--- src/rtl/apb_pkg.sv ---
// rtl/apb_pkg.sv - State encoding and default sizes shared by the APB master files
package apb_pkg;

    typedef enum logic [1:0] {
        IDLE   = 2'd0,
        SETUP  = 2'd1,
        ACCESS = 2'd2
    } apb_state_t;

    localparam int APB_ADDR_W         = 8;
    localparam int APB_DATA_W         = 8;
    localparam int APB_TIMEOUT_CYCLES = 16;

endpackage

--- src/rtl/apb_wait_timer.sv ---
// rtl/apb_wait_timer.sv - Counts stalled ACCESS cycles; terminal marks the LIMIT-th one
module apb_wait_timer #(
    parameter int LIMIT = 16
) (
    input  logic clk,
    input  logic resetn,
    input  logic clear,
    input  logic count_en,
    output logic terminal
);

    localparam int CW = $clog2(LIMIT + 1);

    logic [CW-1:0] count;

    always_ff @(posedge clk) begin
        if (!resetn || clear) begin
            count <= '0;
        end else if (count_en && !terminal) begin
            count <= count + CW'(1);
        end
    end

    // High during the stalled cycle that would be number LIMIT
    assign terminal = (count == CW'(LIMIT - 1));

endmodule

--- src/rtl/apb_master.sv ---
// rtl/apb_master.sv - Single-outstanding APB master; optional ACCESS timeout via APB_MASTER_TIMEOUT_EN
module apb_master
    import apb_pkg::*;
#(
    parameter int ADDR_W         = APB_ADDR_W,
    parameter int DATA_W         = APB_DATA_W,
    parameter int TIMEOUT_CYCLES = APB_TIMEOUT_CYCLES
) (
    input  logic              pclk,
    input  logic              preset,
    input  logic              cmd_valid,
    output logic              cmd_ready,
    input  logic              cmd_write,
    input  logic [ADDR_W-1:0] cmd_addr,
    input  logic [DATA_W-1:0] cmd_wdata,
    output logic              rsp_valid,
    output logic [DATA_W-1:0] rsp_rdata,
    output logic              rsp_timeout,
    output logic              psel,
    output logic              penable,
    output logic              pwrite,
    output logic [ADDR_W-1:0] paddr,
    output logic [DATA_W-1:0] pwdata,
    input  logic [DATA_W-1:0] prdata,
    input  logic              pready
);

    apb_state_t        state, state_next;
    logic              cmd_ready_next, rsp_valid_next, psel_next, penable_next, pwrite_next;
    logic [ADDR_W-1:0] paddr_next;
    logic [DATA_W-1:0] pwdata_next, rsp_rdata_next;
    logic              accept;

    assign accept = (state == IDLE) && cmd_valid && cmd_ready;

`ifdef APB_MASTER_TIMEOUT_EN
    logic timer_terminal;
    logic rsp_timeout_next;

    apb_wait_timer #(
        .LIMIT (TIMEOUT_CYCLES)
    ) u_wait_timer (
        .clk      (pclk),
        .resetn   (preset),
        .clear    (accept),
        .count_en ((state == ACCESS) && !pready),
        .terminal (timer_terminal)
    );

    always_ff @(posedge pclk) begin
        if (!preset) begin
            rsp_timeout <= 1'b0;
        end else begin
            rsp_timeout <= rsp_timeout_next;
        end
    end
`else
    logic unused_timeout_cfg;
    assign unused_timeout_cfg = (TIMEOUT_CYCLES > 0);
    assign rsp_timeout        = 1'b0;
`endif

    // Next values for every registered output are decided here so nothing leaves combinationally
    always_comb begin
        state_next     = state;
        cmd_ready_next = 1'b0;
        rsp_valid_next = 1'b0;
        psel_next      = 1'b0;
        penable_next   = 1'b0;
        pwrite_next    = pwrite;
        paddr_next     = paddr;
        pwdata_next    = pwdata;
        rsp_rdata_next = rsp_rdata;
`ifdef APB_MASTER_TIMEOUT_EN
        rsp_timeout_next = 1'b0;
`endif
        case (state)
            IDLE: begin
                if (accept) begin
                    state_next  = SETUP;
                    psel_next   = 1'b1;
                    pwrite_next = cmd_write;
                    paddr_next  = cmd_addr;
                    pwdata_next = cmd_wdata;
                end else begin
                    cmd_ready_next = 1'b1;
                end
            end
            SETUP: begin
                state_next   = ACCESS;
                psel_next    = 1'b1;
                penable_next = 1'b1;
            end
            ACCESS: begin
                if (pready) begin
                    state_next     = IDLE;
                    cmd_ready_next = 1'b1;
                    rsp_valid_next = 1'b1;
                    if (!pwrite) begin
                        rsp_rdata_next = prdata;
                    end
`ifdef APB_MASTER_TIMEOUT_EN
                end else if (timer_terminal) begin
                    state_next       = IDLE;
                    cmd_ready_next   = 1'b1;
                    rsp_valid_next   = 1'b1;
                    rsp_timeout_next = 1'b1;
                    rsp_rdata_next   = '0;
`endif
                end else begin
                    psel_next    = 1'b1;
                    penable_next = 1'b1;
                end
            end
            default: begin
                state_next     = IDLE;
                cmd_ready_next = 1'b1;
            end
        endcase
    end

    always_ff @(posedge pclk) begin
        if (!preset) begin
            state     <= IDLE;
            cmd_ready <= 1'b0;
            rsp_valid <= 1'b0;
            rsp_rdata <= '0;
            psel      <= 1'b0;
            penable   <= 1'b0;
            pwrite    <= 1'b0;
            paddr     <= '0;
            pwdata    <= '0;
        end else begin
            state     <= state_next;
            cmd_ready <= cmd_ready_next;
            rsp_valid <= rsp_valid_next;
            rsp_rdata <= rsp_rdata_next;
            psel      <= psel_next;
            penable   <= penable_next;
            pwrite    <= pwrite_next;
            paddr     <= paddr_next;
            pwdata    <= pwdata_next;
        end
    end

endmodule

--- config.mk ---
export PLATFORM = sky130hd
export DESIGN_NAME = apb_master
export DESIGN_NICKNAME = d
export VERILOG_FILES = /design/src/rtl/apb_pkg.sv /design/src/rtl/apb_wait_timer.sv /design/src/rtl/apb_master.sv
export SDC_FILE = /design/constraint.sdc
export NUM_CORES = 1
export LEC_CHECK = 0
export CAP_MARGIN = 20
export CORE_MARGIN = 4
export CORE_UTILIZATION = 44
export CTS_CLUSTER_SIZE = 28
export DETAILED_ROUTE_END_ITERATION = 12
export PLACE_DENSITY = 0.94
export RECOVER_POWER = 25
export SLEW_MARGIN = 0
export SYNTH_ARGS = -nofsm -noshare
export SYNTH_HDL_FRONTEND = slang
export SYNTH_SLANG_ARGS = --single-unit
--- constraint.sdc ---
create_clock -name pclk -period 2.9 [get_ports pclk]
set_clock_uncertainty 0.05 [all_clocks]
set_input_delay 0.58 -clock pclk [delete_from_list [all_inputs] [get_ports pclk]]
set_output_delay 0.58 -clock pclk [all_outputs]
set_load 0.02 [all_outputs]
==> metrics.txt <==
status=finished, final reports clean; Post-DRT Antenna Nets=0; IO Count=59; Post-DP HPWL=between 2000 and 2500 µm; Post-Place Setup Slack=about 0.81 ns; Core Rows=19; Synth area leaders=dfxtp_1 (47%), nand2_1 (11%), a21boi_2 (8.6%); Max H-tree Level=2; post-synthesis compound-gate area fraction=0.140; first-pass GRT wire length=5130 µm; Post-Route WL=just over 3000 µm; min Tclk post-route=roughly 2 ns; synth unique cells=21; cell area after synthesis=between 1000 and 1500 µm²; routed via count=approximately 1100; maximum vdd drop=between 300 and 400 µV; ys flop type=dfxtp_1; Req. time, crit path=2.27 ns; max incr delay on CP=around 0.65 ns; CTS tree=yes; CP Class=reg -> out; XOR/XNOR share of the synthesized area=0; Hold-fix buffers, CTS=0; gpl congestion=between 0.7 and 0.8; mux cell area share after synthesis=0.0764; 1st-iter DRT viols=between 40 and 50; largest family of logic cells by synthesized area=simple AND/OR/NAND/NOR gates; register area share after synthesis=0.474; wire per inst=13.7 µm; full die area=just under 4000 µm²; leakage=~0.75 nW; fin nets=226; Post-route DRC=0; Worst Hold Class=reg -> reg; post-synth top area cell=dfxtp_1; Die Y=between 60 and 70 µm; Filler Cell Count=~230; final setup fails=0; FF+latch count, synth=31; relative slew slack=0.376; initial antenna violation count=0; MaxCap Viol Count=0; DR pass1 iterations=4; die width=62.6 µm; WP buf/inv=1; top cell type's share of synthesized area=0.474; CTS buffer count=5; Hold Crit Depth=2; Clock Tree Root=clkbuf_4; share of post-route cells with drive strength above 1=0.0781; Worst-Margin Slew=a little over 0.9 ns; startpoint types=register; Clk Latency, worst-skew pair=about 0.32 ns; Clock Path Buffers=2; FMAX=between 500 and 600 MHz; largest net degree at the start of global routing=34; core outline area=between 2000 and 3000 µm²; Final Cycle Share=0.682; # clock sinks=31; Layout Area Growth over Synthesis=46.1%; Starting Density=0.467; reg2reg path depth=5; Fin. Hold Viols=0; critical path's slowest cell=clkdlybuf4s50_1; most instantiated library cell after synthesis=nand2_1; ANT cells=0; Crit path arrival time=~1.4 ns; clock slew at reported path FFs=0.09 ns; crit end category=output port; unrepaired setup endpoints after global routing=false; dpl cells=~220; post-synthesis simple-gate area fraction=0.196; final instance area=approximately 1900 µm²; instance count on the critical path=1; grt total ovfl=0; FFs w/ async S/R, synth=0; Post-Synth Adder-Cell Area=0.0573; number of vias per cell=4.98; all-layer global routing usage=0.165; IO buf count=57; fin cells=between 200 and 250; PwrDens=about 640 nW/µm²; Cell Chain, Critical Path=clkdlybuf4s50_1; Syn Inst Count=approximately 140; post-layout util=0.682; max-slew violations=0; # resized after CTS=0; R2R Setup Slk=about 1.2 ns; Final WS setup=between 0.9 and 1 ns; EDFF count, synth=0; Setup Fix Bufs, Post-CTS=0; DP Area=roughly 1900 µm²; setup TNS=0 ns; synth warn=0; syn avg cell area=approximately 9.7 µm²; vias in the first global route=roughly 1100; top cells by count, synth=nand2_1 (40), dfxtp_1 (31), a21boi_2 (10), mux2i_1 (10), nor2b_1 (10); worst-path fanout max=4; Post-Syn Nets=between 150 and 200; top cell family by delay on the critical path=buffers and inverters
[logic make-up (layout without fill, tap and decap cells)]
family	count (synthesis)	in the layout
AOI/OAI and AO/OA	20	20
adders and majority gates	6	6
buffers and inverters	10	67
DFF	31	31
muxes	10	10
other	1	1
and+or+nand+nor	57	57
[per-layer routing]
metal / vias to the layer above / GRT usage / part of all wire
met1: 536 / 0.181 / 0.40
met4: 0 / 0.0661 / 0.011
li1: 544 / - / -
met3: 4 / 0.0558 / 0.038
met2: 27 / 0.292 / 0.55
met5: - / 0 / 0
[per-stage QoR]
step,hold WS [ns],total power (W)
global placement,0.406,0.000931
finish,0.423,0.00122
CTS,0.428,0.00123
global route,0.443,0.00129
detailed placement,0.415,0.000952
floorplan,0.418,0.000797
[flip-flops by register name, summed over array words and instances, names as in the netlist]
name	cells
paddr	8
cmd_ready	1
pwrite	1
penable	1
psel	1
rsp_rdata	8
state	2
pwdata	8
rsp_valid	1
[power breakdown]
group | switching [W] | internal, W
clock | 0.000135 | 0.000143
sequential | 0.0000391 | 0.000484
combinational | 0.000221 | 0.000198
total | 0.000395 | 0.000824
[worst paths after layout]
kind                                        startpoint                      to
worst min-delay path            pwdata[0]$_SDFFE_PN0P_  pwdata[0]$_SDFFE_PN0P_
worst max register to register   state[1]$_SDFFE_PN0P_  pwdata[2]$_SDFFE_PN0P_
worst max-delay path              cmd_ready$_SDFF_PN0_               cmd_ready
worst min register to register  pwdata[0]$_SDFFE_PN0P_  pwdata[0]$_SDFFE_PN0P_
[final cells by class]
type	count	area [µm²]	share of cell area
Clock buffer	8	68.8	0.0359
Tap cell	31	38.8	0.0203
Timing Repair Buffer	57	571	0.298
Multi-Input combinational cell	94	608	0.318
Inverter	2	7.51	0.00392
Sequential cell	31	621	0.324
[cell usage in the layout, fill, tap and decap left out, types with 5 or more instances in the layout]
cell type        Yosys  layout
a21boi_0             7      10
a21boi_2            10       7
clkbuf_4             0       5
clkdlybuf4s50_1      0      56
dfxtp_1             31      31
ha_1                 6       6
mux2i_1             10      10
nand2_1             40      40
nor2b_1             10      10
Note: power is estimated with default switching activity, not from simulation.
